[src/rtl/cpu_ctrl_pkg.sv]
// Shared types and defaults for the CPU control slice.
// Holds the PC sequencer state encoding and branch-control bundle.
package cpu_ctrl_pkg;

    localparam int PC_W_DEF        = 32;
    localparam int OFFSET_W_DEF    = 8;
    localparam int INSTR_BYTES_DEF = 4;
    localparam int TAKEN_CNT_W     = 16;

    typedef enum logic [1:0] {
        S_RST   = 2'd0,
        S_RUN   = 2'd1,
        S_STALL = 2'd2
    } seq_state_t;

    typedef struct packed {
        logic jump;
        logic beq;
        logic bne;
        logic zero;
    } br_ctrl_t;

    // Resolve the redirect decision; jump wins, beq+bne together is void
    function automatic logic br_redirect(input br_ctrl_t c);
        logic w_jmp;
        logic w_both;
        logic w_eq;
        logic w_ne;
        logic r;
        w_jmp  = c.jump;
        w_both = ~c.jump & c.beq & c.bne;
        w_eq   = ~c.jump & c.beq & ~c.bne;
        w_ne   = ~c.jump & ~c.beq & c.bne;
        r      = 1'b0;
        unique case (1'b1)
            w_jmp:   r = 1'b1;
            w_both:  r = 1'b0;
            w_eq:    r = c.zero;
            w_ne:    r = ~c.zero;
            default: r = 1'b0;
        endcase
        return r;
    endfunction

endpackage

[src/rtl/pc_sequencer_next_pc_calc.sv]
// Next fetch address selection for the PC sequencer.
// Pure combinational: sequential, or PC-relative target on redirect.
module next_pc_calc
    import cpu_ctrl_pkg::*;
#(
    parameter int PC_W        = PC_W_DEF,
    parameter int OFFSET_W    = OFFSET_W_DEF,
    parameter int INSTR_BYTES = INSTR_BYTES_DEF
) (
    input  logic [PC_W-1:0]     i_pc,
    input  logic [OFFSET_W-1:0] i_offset,
    input  logic                i_jump,
    input  logic                i_branch_eq,
    input  logic                i_branch_ne,
    input  logic                i_zero,
    output logic [PC_W-1:0]     o_next_pc,
    output logic                o_redirect
);

    logic [PC_W-1:0] w_seq;
    logic [PC_W-1:0] w_off_ext;
    logic [PC_W-1:0] w_off_bytes;
    logic [PC_W-1:0] w_target;
    br_ctrl_t        w_ctrl;

    assign w_ctrl.jump = i_jump;
    assign w_ctrl.beq  = i_branch_eq;
    assign w_ctrl.bne  = i_branch_ne;
    assign w_ctrl.zero = i_zero;

    assign w_seq       = i_pc + PC_W'(INSTR_BYTES);
    assign w_off_ext   = {{(PC_W-OFFSET_W){i_offset[OFFSET_W-1]}}, i_offset};
    assign w_off_bytes = w_off_ext * PC_W'(INSTR_BYTES);
    assign w_target    = w_seq + w_off_bytes;

    // Pick target or sequential address from the resolved redirect
    always_comb begin
        o_redirect = br_redirect(w_ctrl);
        o_next_pc  = o_redirect ? w_target : w_seq;
    end

endmodule

[src/rtl/pc_sequencer.sv]
// PC register, run/stall FSM and taken-redirect tracking.
// Optional taken counter built only with PC_SEQ_STATS_EN defined.
module pc_sequencer
    import cpu_ctrl_pkg::*;
#(
    parameter int              PC_W        = PC_W_DEF,
    parameter int              OFFSET_W    = OFFSET_W_DEF,
    parameter int              INSTR_BYTES = INSTR_BYTES_DEF,
    parameter logic [PC_W-1:0] RESET_PC    = '0
) (
    input  logic                   CLK,
    input  logic                   RESET,
    input  logic                   BUSYWAIT,
    input  logic                   JUMP,
    input  logic                   BRANCH_EQ,
    input  logic                   BRANCH_NE,
    input  logic                   ZERO,
    input  logic [OFFSET_W-1:0]    OFFSET,
    output logic [PC_W-1:0]        PC,
    output logic                   PC_VALID,
    output logic                   TAKEN,
    output logic [TAKEN_CNT_W-1:0] TAKEN_COUNT
);

    seq_state_t      r_state;
    seq_state_t      w_state_nxt;
    logic [PC_W-1:0] r_pc;
    logic            r_taken;
    logic [PC_W-1:0] w_next_pc;
    logic            w_redirect;
    logic            w_advance;
    logic            w_pc_valid;

    next_pc_calc #(
        .PC_W        (PC_W),
        .OFFSET_W    (OFFSET_W),
        .INSTR_BYTES (INSTR_BYTES)
    ) u_calc (
        .i_pc        (r_pc),
        .i_offset    (OFFSET),
        .i_jump      (JUMP),
        .i_branch_eq (BRANCH_EQ),
        .i_branch_ne (BRANCH_NE),
        .i_zero      (ZERO),
        .o_next_pc   (w_next_pc),
        .o_redirect  (w_redirect)
    );

    // State register
    always_ff @(posedge CLK) begin
        if (RESET) r_state <= S_RST;
        else       r_state <= w_state_nxt;
    end

    // Next-state: leave reset, then toggle run/stall on busywait
    always_comb begin
        w_state_nxt = r_state;
        case (r_state)
            S_RST:   w_state_nxt = S_RUN;
            S_RUN:   w_state_nxt = BUSYWAIT ? S_STALL : S_RUN;
            S_STALL: w_state_nxt = BUSYWAIT ? S_STALL : S_RUN;
            default: w_state_nxt = S_RST;
        endcase
    end

    // Outputs: advance only when running or stalled and memory is free
    always_comb begin
        w_advance  = 1'b0;
        w_pc_valid = 1'b0;
        case (r_state)
            S_RUN: begin
                w_advance  = ~BUSYWAIT;
                w_pc_valid = 1'b1;
            end
            S_STALL: begin
                w_advance  = ~BUSYWAIT;
                w_pc_valid = 1'b1;
            end
            default: begin
                w_advance  = 1'b0;
                w_pc_valid = 1'b0;
            end
        endcase
    end

    // PC and taken flag load together on every committed advance
    always_ff @(posedge CLK) begin
        if (RESET) begin
            r_pc    <= RESET_PC;
            r_taken <= 1'b0;
        end else if (r_state == S_RST) begin
            r_pc    <= RESET_PC;
            r_taken <= 1'b0;
        end else if (w_advance) begin
            r_pc    <= w_next_pc;
            r_taken <= w_redirect;
        end
    end

`ifdef PC_SEQ_STATS_EN
    logic [TAKEN_CNT_W-1:0] r_taken_cnt;

    // Saturating count of committed redirects
    always_ff @(posedge CLK) begin
        if (RESET) begin
            r_taken_cnt <= '0;
        end else if (w_advance && w_redirect && !(&r_taken_cnt)) begin
            r_taken_cnt <= r_taken_cnt + 1'b1;
        end
    end

    assign TAKEN_COUNT = r_taken_cnt;
`else
    assign TAKEN_COUNT = '0;
`endif

    assign PC       = r_pc;
    assign PC_VALID = w_pc_valid;
    assign TAKEN    = r_taken;

endmodule

[config.mk]
export PLATFORM = sky130hd
export DESIGN_NAME = pc_sequencer
export DESIGN_NICKNAME = d
export VERILOG_FILES = /design/src/rtl/cpu_ctrl_pkg.sv /design/src/rtl/pc_sequencer_next_pc_calc.sv /design/src/rtl/pc_sequencer.sv
export SDC_FILE = /design/constraint.sdc
export NUM_CORES = 1
export LEC_CHECK = 0
export ABC_CLOCK_PERIOD_IN_PS = 4300
export CAP_MARGIN = 25
export CORE_MARGIN = 10
export CORE_UTILIZATION = 56
export CTS_CLUSTER_DIAMETER = 80
export CTS_CLUSTER_SIZE = 24
export DETAILED_ROUTE_END_ITERATION = 8
export PLACE_DENSITY = 0.83
export SYNTH_ARGS = -nofsm -noshare
export SYNTH_HDL_FRONTEND = slang
export SYNTH_SLANG_ARGS = --single-unit
[constraint.sdc]
create_clock -name CLK -period 4.3 [get_ports CLK]
set_input_delay 0.645 -clock CLK [delete_from_list [all_inputs] [get_ports CLK]]
set_output_delay 0.645 -clock CLK [all_outputs]
set_load 0.02 [all_outputs]
==> run_results.csv <==
group,metric,value,unit
drt,wl_per_cell,18.2,microns
clocking,hold_buffers,0,
outcome,status,"finished clean",
drt,ant_nets,0,
sta,min_period,4.04,ns
critical_path,reg2regPathDepth,14,
sta,setup_viol,0,
cells_and_area,final_nets,658,
sta,fin_crit_sh,94.0,%
critical_path,reg2reg_to,"PC[31]",
logic_synthesis,synth_area_leaders,"dfxtp_1 16%, ha_1 12%, a21oi_1 6.9%",
logic_synthesis,synth.avg_cell_area,7.40,sq um
place,dp_hpwl,9840,microns
place,io_buffers,46,
critical_path,worstPathRequired,4.52,ns
sta,max-slew-margin-rel,53.9,%
die,coreArea,7290,sq um
sta,worst_slew_pin_slew,0.691,ns
global_route,antenna_found_initial,0,
sta,max_freq,248,MHz
die,fp-row-count,31,
clocking,root_buffer,"clkbuf_8",
clocking,cts_buffer_depth,2,
sta,slew_viol_final,0,
logic_synthesis,synth_top_area_share,15.7,%
logic_synthesis,synth_edf_count,0,
critical_path,r2r_slack,0.26,ns
critical_path,path_cells,"and4_1 > nand3_2 > or2_1 > nor3_2 > and3_1 > xor2_1 > ha_1 > and3_1 > nand3_1 > o31ai_1 > a211oi_1 > a211oi_2 > mux2i_1 > mux2i_1",
logic_synthesis,synth_area_leader_cell,"dfxtp_1",
die,die_area,11400,sq um
cells_and_area,diodes,0,
worst_hold_path,whs_path_depth,2,
worst_hold_path,min_path_type,"reg2reg",
global_route,grt_usage,21.7,%
run,drv_cap,0,
drt,initialDrtViolationCount,382,
cells_and_area,utilization,65.4,%
critical_path,worst_path_largest_cell_delay,0.49,ns
die,pin_count,65,
sta,hold_violations,0,
critical_path,r2r_start,"PC[4]",
worst_hold_path,min_to,"PC[31]",
drt,vias_per_cell,6.26,
cells_and_area,fin_area,4770,sq um
logic_synthesis,syn_inst,569,
die,die_x,107,microns
place,placedInstanceArea,4650,sq um
drt,drt-total-wl,12800,microns
place,gp_congestion,0.963,
logic_synthesis,synth_cell_types,76,
clocking,clk_pin_slew,0.08,ns
logic_synthesis,netlist_area,4210,sq um
logic_synthesis,synth_seq_cells,33,
global_route,grt_pass1_wl,21000,microns
critical_path,crit_path_max_fanout,9,
logic_synthesis,synth.most_common_cell,"a21oi_1",
global_route,grt_start_max_net_pins,38,
power,ir_worst_vdd,0.138,mV
sta,skew,0.00683,ns
critical_path,cpMaxStageDelayCell,"dfxtp_1",
cells_and_area,area_growth,13.3,%
logic_synthesis,yosysWarnings,0,
clocking,clk_latency,0.29,ns
logic_synthesis,async_flop_share,0,%
critical_path,cp_data_arrival_time,4.26,ns
clocking,cts_buffers,5,
drt,vias,4404,
cells_and_area,drive_gt1_share,7.45,%
sta,rsz0062_at_grt,"no",
logic_synthesis,synthFlopType,"dfxtp_1",
die,fp.dieH,107,microns
critical_path,crit_type,"reg2reg",
sta,fin_tns_setup,0,ns
power,cellPowerDensity,222,nW/um^2
die,start_util,57.7,%
drt,first_pass_iters,5,
logic_synthesis,yosysSeqAreaShare,15.7,%
global_route,overflow,0,
clocking,cts_tree,"done",
critical_path,end_kind,"flop",
worst_hold_path,hp-start,"PC[31]",
drt,route.detailed.drc,0,
power,leakagePower,2.08,nW
global_route,grt_pass1_vias,4357,
clocking,htreeDepth,2,
critical_path,cp-start-kind,"flop",
clocking,clock-sinks,33,
logic_synthesis,yosys-top-cells-count,"58 x a21oi_1, 55 x nand2_1, 47 x nor2_1",
==> registers in the layout, summed over array words and instances, names as in the netlist <==
name	cells
PC	30
TAKEN	1
r_state	2
==> where the power goes <==
part	internal [W]	switching, W
sequential	0.000319	0.0000201
combinational	0.000151	0.000248
clock	0.000189	0.000132
total	0.000659	0.000400
==> placed cells by master, fill, tap and decap left out, types with 4 or more instances in the layout <==
| master | n |
|---|---|
| a21oi_1 | 58 |
| nand2_1 | 55 |
| nor2_1 | 47 |
| clkdlybuf4s50_1 | 46 |
| ha_1 | 39 |
| o21ai_0 | 35 |
| dfxtp_1 | 33 |
| xnor2_1 | 30 |
| a21o_1 | 22 |
| nand3_1 | 20 |
| conb_1 | 18 |
| nor3_1 | 17 |
| inv_1 | 16 |
| nand4_1 | 13 |
| xor2_1 | 11 |
| and3_1 | 8 |
| buf_4 | 8 |
| a31oi_1 | 7 |
| o21a_1 | 6 |
| o21bai_1 | 6 |
| a311oi_1 | 6 |
| or3_1 | 6 |
| clkbuf_8 | 6 |
| o31a_1 | 5 |
| a211oi_1 | 4 |
| and2_1 | 4 |
==> routing by layer <==
metal  global-route usage (%)  routed length (microns)
met3                     4.19                     1100
met4                     9.19                      350
met2                     36.5                     6060
met1                     26.4                     5260
met5                        0                        0
==> area by class of cell <==
class / instances / area [sq um]
clock buffers: 7 / 86.3
well taps: 99 / 124
clock inverters: 1 / 30.0
fillers: 653 / 2520
multi-input cells: 493 / 3290
inverters: 16 / 60.1
flip-flops and latches: 33 / 661
repair buffers: 54 / 520
==> cells by family after synthesis <==
| logic type | share of synthesized area, % |
|---|---|
| and+or+nand+nor | 25.5 |
| AOI/OAI and AO/OA | 29.1 |
| buffers and inverters | 8.15 |
| xor gates and xnor gates | 8.92 |
| adders and majority gates | 12.1 |
| DFF | 15.7 |
| muxes | 0.476 |
| other | 0.0891 |
==> metrics by stage <==
stage	total power, W	std cells	hold slack [ns]	setup slack (ns)
CTS	0.00105	703	0.504	0.336
global placement	0.000722	695	0.463	0.558
global route	0.00111	703	0.522	0.0234
floorplan	0.000632	586	0.528	0.751
detailed placement	0.000734	695	0.495	0.364
finish	0.00106	703	0.502	0.260
==> critical path, delay by kind of cell (launching register included) <==
| kind | cells | cell delay, ns |
|---|---|---|
| and+or+nand+nor | 7 | 1.89 |
| muxes | 2 | 0.48 |
| AOI/OAI and AO/OA | 3 | 0.67 |
| xor gates and xnor gates | 1 | 0.09 |
| adders and majority gates | 1 | 0.36 |
| DFF | 1 | 0.49 |
==> timing repair <==
item	in CTS	in global routing
hold endpoints to repair	0	0
buffers inserted	0	0
endpoints found under the setup margin	0	1
resized for setup	0	1
==> how the worst max path moves through the flow <==
stage               start  endpoint  cells after the start
CTS                 PC[2]    PC[31]                     14
floorplan           PC[8]    PC[31]                     15
global placement    PC[3]    PC[31]                     14
finish              PC[4]    PC[31]                     14
global route        PC[4]    PC[31]                     14
detailed placement  PC[4]    PC[31]                     14
No activity file was read; power rests on OpenSTA's default activity.
